`config.mk`:
```
export PLATFORM = sky130hd
export DESIGN_NAME = reg_write_bank
export DESIGN_NICKNAME = d
export VERILOG_FILES = /design/src/rtl/rf_pkg.sv /design/src/rtl/wb_fifo.sv /design/src/rtl/reg_write_bank.sv
export SDC_FILE = /design/constraint.sdc
export NUM_CORES = 2
export LEC_CHECK = 0
export BUFFER_PORTS_ARGS = -buffer_cell sky130_fd_sc_hd__buf_2
export CAP_MARGIN = 10
export CORE_AREA = 2 2 415 417
export CTS_BUF_LIST = sky130_fd_sc_hd__clkbuf_8
export DETAILED_ROUTE_END_ITERATION = 6
export DIE_AREA = 0 0 417 419
export PLACE_DENSITY = 0.45
export RECOVER_POWER = 50
export SYNTH_ARGS = -nofsm -noshare
export SYNTH_HDL_FRONTEND = slang
export SYNTH_SLANG_ARGS = --single-unit
```
`constraint.sdc`:
```
create_clock -name clk -period 2.7 [get_ports clk]
set_clock_uncertainty 0.2 [all_clocks]
set_input_delay 0.135 -clock clk [delete_from_list [all_inputs] [get_ports clk]]
set_output_delay 0.135 -clock clk [all_outputs]
set_load 0.02 [all_outputs]
```
`src/rtl/rf_pkg.sv`:
```
// Shared sizes and the writeback request payload for the PE register file.
package rf_pkg;

    localparam int unsigned XLEN       = 32;
    localparam int unsigned NREGS      = 32;
    localparam int unsigned RIDX_W     = $clog2(NREGS);
    localparam int unsigned FIFO_DEPTH = 2;

    typedef struct packed {
        logic [RIDX_W-1:0] rd;
        logic [XLEN-1:0]   data;
    } wb_req_t;

endpackage : rf_pkg

```
`src/rtl/wb_fifo.sv`:
```
// Small synchronous FIFO of writeback requests; count is kept apart from the wrapping pointers.
module wb_fifo
    import rf_pkg::*;
#(
    parameter int unsigned DEPTH = 2,
    parameter int unsigned CNT_W = $clog2(DEPTH + 1)
) (
    input  logic             clk,
    input  logic             rst,
    input  logic             push_i,
    input  wb_req_t          wdata_i,
    input  logic             pop_i,
    output wb_req_t          rdata_o,
    output logic             full_o,
    output logic             empty_o,
    output logic [CNT_W-1:0] count_o
);

    localparam int unsigned PTR_W = (DEPTH > 1) ? $clog2(DEPTH) : 1;

    wb_req_t          mem_q [DEPTH];
    logic [PTR_W-1:0] head_q, head_d;
    logic [PTR_W-1:0] tail_q, tail_d;
    logic [CNT_W-1:0] count_q, count_d;

    // Pointer and occupancy update; depth is a power of two so pointers wrap naturally.
    always_comb begin
        head_d  = head_q;
        tail_d  = tail_q;
        count_d = count_q;
        if (push_i) begin
            tail_d = tail_q + PTR_W'(1);
        end
        if (pop_i) begin
            head_d = head_q + PTR_W'(1);
        end
        case ({push_i, pop_i})
            2'b10:   count_d = count_q + CNT_W'(1);
            2'b01:   count_d = count_q - CNT_W'(1);
            default: count_d = count_q;
        endcase
    end

    // Control state, cleared on reset so buffered entries are discarded.
    always_ff @(posedge clk) begin
        if (rst) begin
            head_q  <= '0;
            tail_q  <= '0;
            count_q <= '0;
        end else begin
            head_q  <= head_d;
            tail_q  <= tail_d;
            count_q <= count_d;
        end
    end

    // Entry storage; contents are only observed while the FIFO is non-empty.
    always_ff @(posedge clk) begin
        if (push_i) begin
            mem_q[tail_q] <= wdata_i;
        end
    end

    assign rdata_o = mem_q[head_q];
    assign full_o  = (count_q == CNT_W'(DEPTH));
    assign empty_o = (count_q == '0);
    assign count_o = count_q;

endmodule : wb_fifo

```
`src/rtl/reg_write_bank.sv`:
```
// Write side of the PE register file: buffers writebacks and commits one per idle-read cycle.
module reg_write_bank
    import rf_pkg::*;
#(
    parameter int unsigned FIFO_DEPTH = rf_pkg::FIFO_DEPTH,
    parameter int unsigned CNT_W      = $clog2(FIFO_DEPTH + 1)
) (
    input  logic                    clk,
    input  logic                    rst,
    input  logic                    wb_valid,
    output logic                    wb_ready,
    input  logic [RIDX_W-1:0]       wb_rd,
    input  logic [XLEN-1:0]         wb_data,
    input  logic                    read_busy,
    output logic [NREGS*XLEN-1:0]   regs_flat,
    output logic                    wb_complete,
    output logic [CNT_W-1:0]        wb_pending
);

    logic [XLEN-1:0] regs_q [NREGS];
    logic [XLEN-1:0] regs_d [NREGS];
    logic            complete_q;
    logic            push;
    logic            pop;
    logic            fifo_full;
    logic            fifo_empty;
    wb_req_t         push_req;
    wb_req_t         head_req;

    // Ready depends only on occupancy so a full FIFO always stalls at least one cycle.
    assign wb_ready = !rst && !fifo_full;
    assign push     = wb_valid && wb_ready;
    assign pop      = !fifo_empty && !read_busy;

    assign push_req.rd   = wb_rd;
    assign push_req.data = wb_data;

    wb_fifo #(
        .DEPTH (FIFO_DEPTH),
        .CNT_W (CNT_W)
    ) u_fifo (
        .clk     (clk),
        .rst     (rst),
        .push_i  (push),
        .wdata_i (push_req),
        .pop_i   (pop),
        .rdata_o (head_req),
        .full_o  (fifo_full),
        .empty_o (fifo_empty),
        .count_o (wb_pending)
    );

    // Commit the FIFO head into the register array; x0 is hardwired to zero.
    always_comb begin
        regs_d = regs_q;
        if (pop && (head_req.rd != '0)) begin
            regs_d[head_req.rd] = head_req.data;
        end
    end

    // Register array and commit-complete pulse.
    always_ff @(posedge clk) begin
        if (rst) begin
            for (int k = 0; k < NREGS; k++) begin
                regs_q[k] <= '0;
            end
            complete_q <= 1'b0;
        end else begin
            regs_q     <= regs_d;
            complete_q <= pop;
        end
    end

    assign wb_complete = complete_q;

    // Flatten for the read mux: register k lands at [k*XLEN +: XLEN].
    for (genvar k = 0; k < NREGS; k++) begin : g_flat
        assign regs_flat[k*XLEN +: XLEN] = regs_q[k];
    end

endmodule : reg_write_bank

```
## Word level (Yosys, flattened, before mapping)

Memories as Yosys holds them, arrays and structs flattened. A register that Yosys moved wholly into a read port is not among the register bits.
Cells that the tools add are included.

| storage, ports and cells | value |
|---|---|
| register bits after elaboration | 1,029 |
| RAM bits | 74 |
| input port bits | 41 |
| output and inout port bits | 1,028 |
| logic and storage cells | 67 |
| memories | 1 |

Memory list:

| name | depth | width | rd ports | clocked after memory_dff | wr ports | line | RTL |
|---|---|---|---|---|---|---|---|
| u_fifo.mem_q | 2 | 37 | 1 | 1 | 1 | wb_fifo.sv:21 | `wb_req_t mem_q [DEPTH];` |

| operators by class | value |
|---|---|
| $add $sub $neg | 4 |
| $lt $le $gt $ge | 2 |
| equal/unequal tests | 3 |
| mux-type cells | 8 |
| bitwise operators | 1 |
| reductions and logical operators | 12 |

Operators by type and width:

| kind | count |
|---|---|
| $bwmux W1024 | 1 |
| $demux W32 S5 | 1 |
| $mux W32 | 1 |
| $ge A6 B6 Y1 const B | 1 |
| $lt A6 B1 Y1 const B | 1 |
| $not A5 Y6 | 1 |
| $logic_and A1 B1 Y1 | 5 |
| $reduce_bool A5 Y1 | 1 |
| $eq A2 B2 Y1 const B | 2 |
| $logic_not A1 Y1 | 4 |
| $mux W1 | 4 |
| $pmux W2 S2 | 1 |
| $add A1 B1 Y1 const B | 2 |
| $add A2 B1 Y2 const B | 1 |
| $eq A2 B1 Y1 const B | 1 |
| $logic_not A2 Y1 | 1 |
| $reduce_bool A2 Y1 | 1 |
| $sub A2 B1 Y2 const B | 1 |

## Longest topological paths before layout

| logic depth | value |
|---|---|
| depth in word-level cells | 6 |
| depth in mapped cells | 8 |
| gate-level depth less buffers | 6 |

## By module

From an unflattened synthesis, not the netlist that was laid out.

| second synthesis, totals | value |
|---|---|
| cell total of the unflattened synthesis | 3,571 |
| area, all modules | 41,778.8 um^2 |

By module, submodules not included:

| module | instances | cells an instance | area an instance (um^2) | seq. area each (um^2) |
|---|---|---|---|---|
| reg_write_bank | 1 | 3,434 | 38,907.3 | 20,519.7 |
| wb_fifo | 1 | 137 | 2,871.5 | 2,322.2 |

## Worst setup path before layout

No wires, ideal clock.

| timing | value |
|---|---|
| path type | register -> register |
| start | register u_fifo.count_q[0], in the netlist u_fifo.count_o[0] |
| end | memory u_fifo.mem_q[0][0] (netlist bit), enable pin |
| data arrival time | 2.504 ns |
| required time | 2.069 ns |
| slack | -0.435 ns |
| cell stages (with the launch flop) | 4 |
| buffers on the path | 1 |
| clock period less this slack | 3.135 ns |
| cell sequence | dfxtp_1 -> clkbuf_1 -> o211ai_1 -> nor2_1 |

| between the ends | value |
|---|---|
| word-level cells in the longest chain between the ends | 6 |

RTL lines:

| what | line | RTL |
|---|---|---|
| start: declaration | wb_fifo.sv:24 | `logic [CNT_W-1:0] count_q, count_d;` |
| start signal: assignment | wb_fifo.sv:53 | `count_q <= count_d;` |
| $eq A2 B2 Y1 | wb_fifo.sv:65 | `assign full_o = (count_q == CNT_W'(DEPTH));` |
| $logic_not A1 Y1 | reg_write_bank.sv:31 | `assign wb_ready = !rst && !fifo_full;` |
| $logic_and A1 B1 Y1 | reg_write_bank.sv:31 |  |
| $logic_and A1 B1 Y1 | reg_write_bank.sv:32 | `assign push = wb_valid && wb_ready;` |
| $mux W1 | wb_fifo.sv:59 | `if (push_i) begin` |
| $mux W1 (implied by the code) | wb_fifo.sv:60 | `mem_q[tail_q] <= wdata_i;` |
| end: declaration | wb_fifo.sv:21 |  |

No other way between the ends.

## Worst setup path after layout

| timing | value |
|---|---|
| start | input rst |
| end | register complete_q, in the netlist wb_complete |

RTL lines:

| what | line | RTL |
|---|---|---|
| start: declaration | reg_write_bank.sv:9 | `input logic rst,` |
| end signal: assignment | reg_write_bank.sv:70 | `complete_q <= pop;` |
| end: declaration | reg_write_bank.sv:22 | `logic complete_q;` |

No word-level cell between the ends.

==> results.ini <==
[power]
leakagePower_nw = 22.64
p_per_area_nw_per_um2 = 704.6
vdd_drop_max_v = 0.0004958

[cells_and_area]
nets = 4793
drive_above_1_share_pct = 11.79
multi_input_area_um2 = 15090
regArea_um2 = 22840
fillers = 18190
syn2layout_area_growth_pct = 30.58

[sta]
post-route-min-period_ps = 2584
relSlewSlack_pct = -37.02
setup_violations = 0
rsz0062_at_grt = false
fmaxAchievable_mhz = 387.0
tightest_slew_ps = 2055
fin_hold_ws_ps = 254.0
timing.final.max_slew_violations = 39
fin_crit_sh_pct = 95.71
hold_viol = 0
tns_ps = 0

[global_route]
grtUsageTotal_pct = 18.60
overflow = 0
antenna_found_initial = 13
grt_max_degree = 167
grt_pass1_vias = 29540
grt_pass1_wl_um = 230600

[logic_synthesis]
yosys-top-cells-area = dfxtp_1, mux2i_1, nand2_1
synth_most_common_cell = nand2_1
synth_edf_count = 74
synth-async-reset-ratio_pct = 0
yosys_register_bits = 1104
synth-seq-area-share_pct = 58.31
synth.top_cell.area_share_pct = 52.64
syn_nets = 3628
yosys-top-cells-count = nand2_1, dfxtp_1, mux2i_1
yosysWarnings = 0
avgSynthCellArea_um2 = 10.92
synthFlopType = dfxtp_1
yosys.area.top_type = dfxtp_1
syn_inst = 3586
synth_area_um2 = 39170
synth.distinct_cells = 37

[die]
io-pin-count = 1069
dieArea_um2 = 174700
start_util_pct = 22.96
die_w_um = 417
fp.dieH_um = 419
std_cell_rows = 152
fp.coreArea_um2 = 170600

[clock_network]
cts_tree = built
path_clk_slew_ps = 60
cts_resized = 0
cts.sinks = 1104
postCtsSetupBuffers = 0
htreeDepth = 4
clk_latency_ps = 940
root_buffer = clkbuf_8
ctsLongestPathBuffers = 3
cts-buffers-inserted = 194

[worst_setup_path]
endpoint_kind = flop
arrival_ps = 3200
crit_type = in2reg
crit_buf_inv = 4
start_kind = primary input
critPathSlowestCell = clkbuf_1
crit_chain = dlygate4sd3_1 -> clkbuf_1 -> clkbuf_1 -> nor2_1 -> dlygate4sd3_1
worst_path_largest_cell_delay_ps = 1510
worst_ep_required_time_ps = 3320
critPathTopFamily = buffers and inverters
crit_fanout = 38

[placement]
dp_hpwl_um = 115200
gp_congestion = 0.7679
port_buffers = 1068

[flow_run]
maxCapViolations = 1

[route]
antenna_left = 0
dr_total_vias = 30130
drc = 0
avgViaCountPerCell = 4.229
wire_per_inst_um = 23.78
drt-initial-drc-count = 1436
routed_wl_um = 169400
drt-pass1-iter-count = 5

[run_status]
status = complete, but fails checks
violations = max-capacitance violations, max-slew violations

[min_path]
hp-class = reg2reg

flip-flops by register name (all words and copies together), names as in the netlist, named ones only:
register        cells
u_fifo.mem_q       74
u_fifo.count_o      2
regs_flat        1024
wb_complete         1
u_fifo.head_q       1
u_fifo.tail_q       1
worst register-to-register path: stages, from the launching register on:
cell,delay (ps)
dfxtp_2,550
mux2i_1,510
o211ai_1,390
nor2b_4,220
buf_12,250
mux2i_1,320
cell type report:
type | instances | area share [%]
Inverter | 6 | 0.05871
Antenna cell | 5 | 0.02446
Multi-Input combinational cell | 2155 | 29.50
Clock buffer | 230 | 6.189
Clock inverter | 101 | 1.008
Timing Repair Buffer | 1290 | 13.09
Sequential cell | 1104 | 44.66
Tap cell | 2233 | 5.462
worst paths after layout:
kind                   from        endpoint  slack (ps)  cells past startpoint
max                     rst     wb_complete         120                      5
min          regs_flat[142]  regs_flat[142]         250                      2
max reg2reg            flop  regs_flat[668]         170                      5
min reg2reg  regs_flat[142]  regs_flat[142]         250                      2
metal layers:
metal	GRT usage [%]	wire length (um)	vias to the layer above
li1	-	-	14150
met1	21.70	69820	14840
met2	33.02	85450	874
met3	4.570	8376	260
met4	6.387	5729	6
met5	0	40	-
power breakdown:
part	switching, mW	total [mW]	internal [mW]	leakage (nW)
clock	7.18	15.0	7.78	2.16
sequential	0.150	16.9	16.7	8.97
combinational	3.00	4.19	1.18	11.5
total	10.3	36.0	25.7	22.6
logic make-up after synthesis:
kind of cell / after synthesis / share of synthesized area [%]
xor+xnor: 4 / 0.08946
compound gates: 17 / 0.5079
fa+ha+maj: 1 / 0.03194
simple gates: 1107 / 11.04
mux: 1026 / 26.32
buf+inv: 327 / 3.693
flops: 1104 / 58.31
cells in the final DEF (no fill, tap or decap), drive strengths merged, types with 3 or more instances in the layout:
cell type | Yosys | layout
nand3 | 4 | 4
dfxtp | 1030 | 1030
clkinvlp | 0 | 5
o211ai | 3 | 3
mux2i | 993 | 993
buf | 109 | 211
nor2 | 8 | 8
a211oi | 6 | 6
clkinv | 0 | 13
nor2b | 39 | 39
edfxtp | 74 | 74
diode | 0 | 5
nand2 | 1044 | 1044
nand3b | 3 | 3
dlygate4sd3 | 0 | 80
mux2 | 33 | 33
xnor2 | 3 | 3
inv | 6 | 88
clkbuf | 212 | 1229
what timing repair did:
action / in CTS / in global routing
endpoints found under the setup margin: 0 / 0
hold endpoints to repair: 1132 / 0
hold buffers: 80 / 0
through the flow:
step                instances  cell area, um^2  total power, mW  utilization (%)  setup slack [ps]
floorplan                3586            39170            19.15                -            -435.1
global placement         6708            47910            21.51            28.08             137.9
detailed placement       6708            47910            21.52            28.08             121.8
CTS                      7119            52390            36.79            30.71             106.1
global route             7122            51140            37.60            29.98             1.823
finish                   7124            51150            36.04            29.98             115.8
No activity file was read; power rests on OpenSTA's default activity.
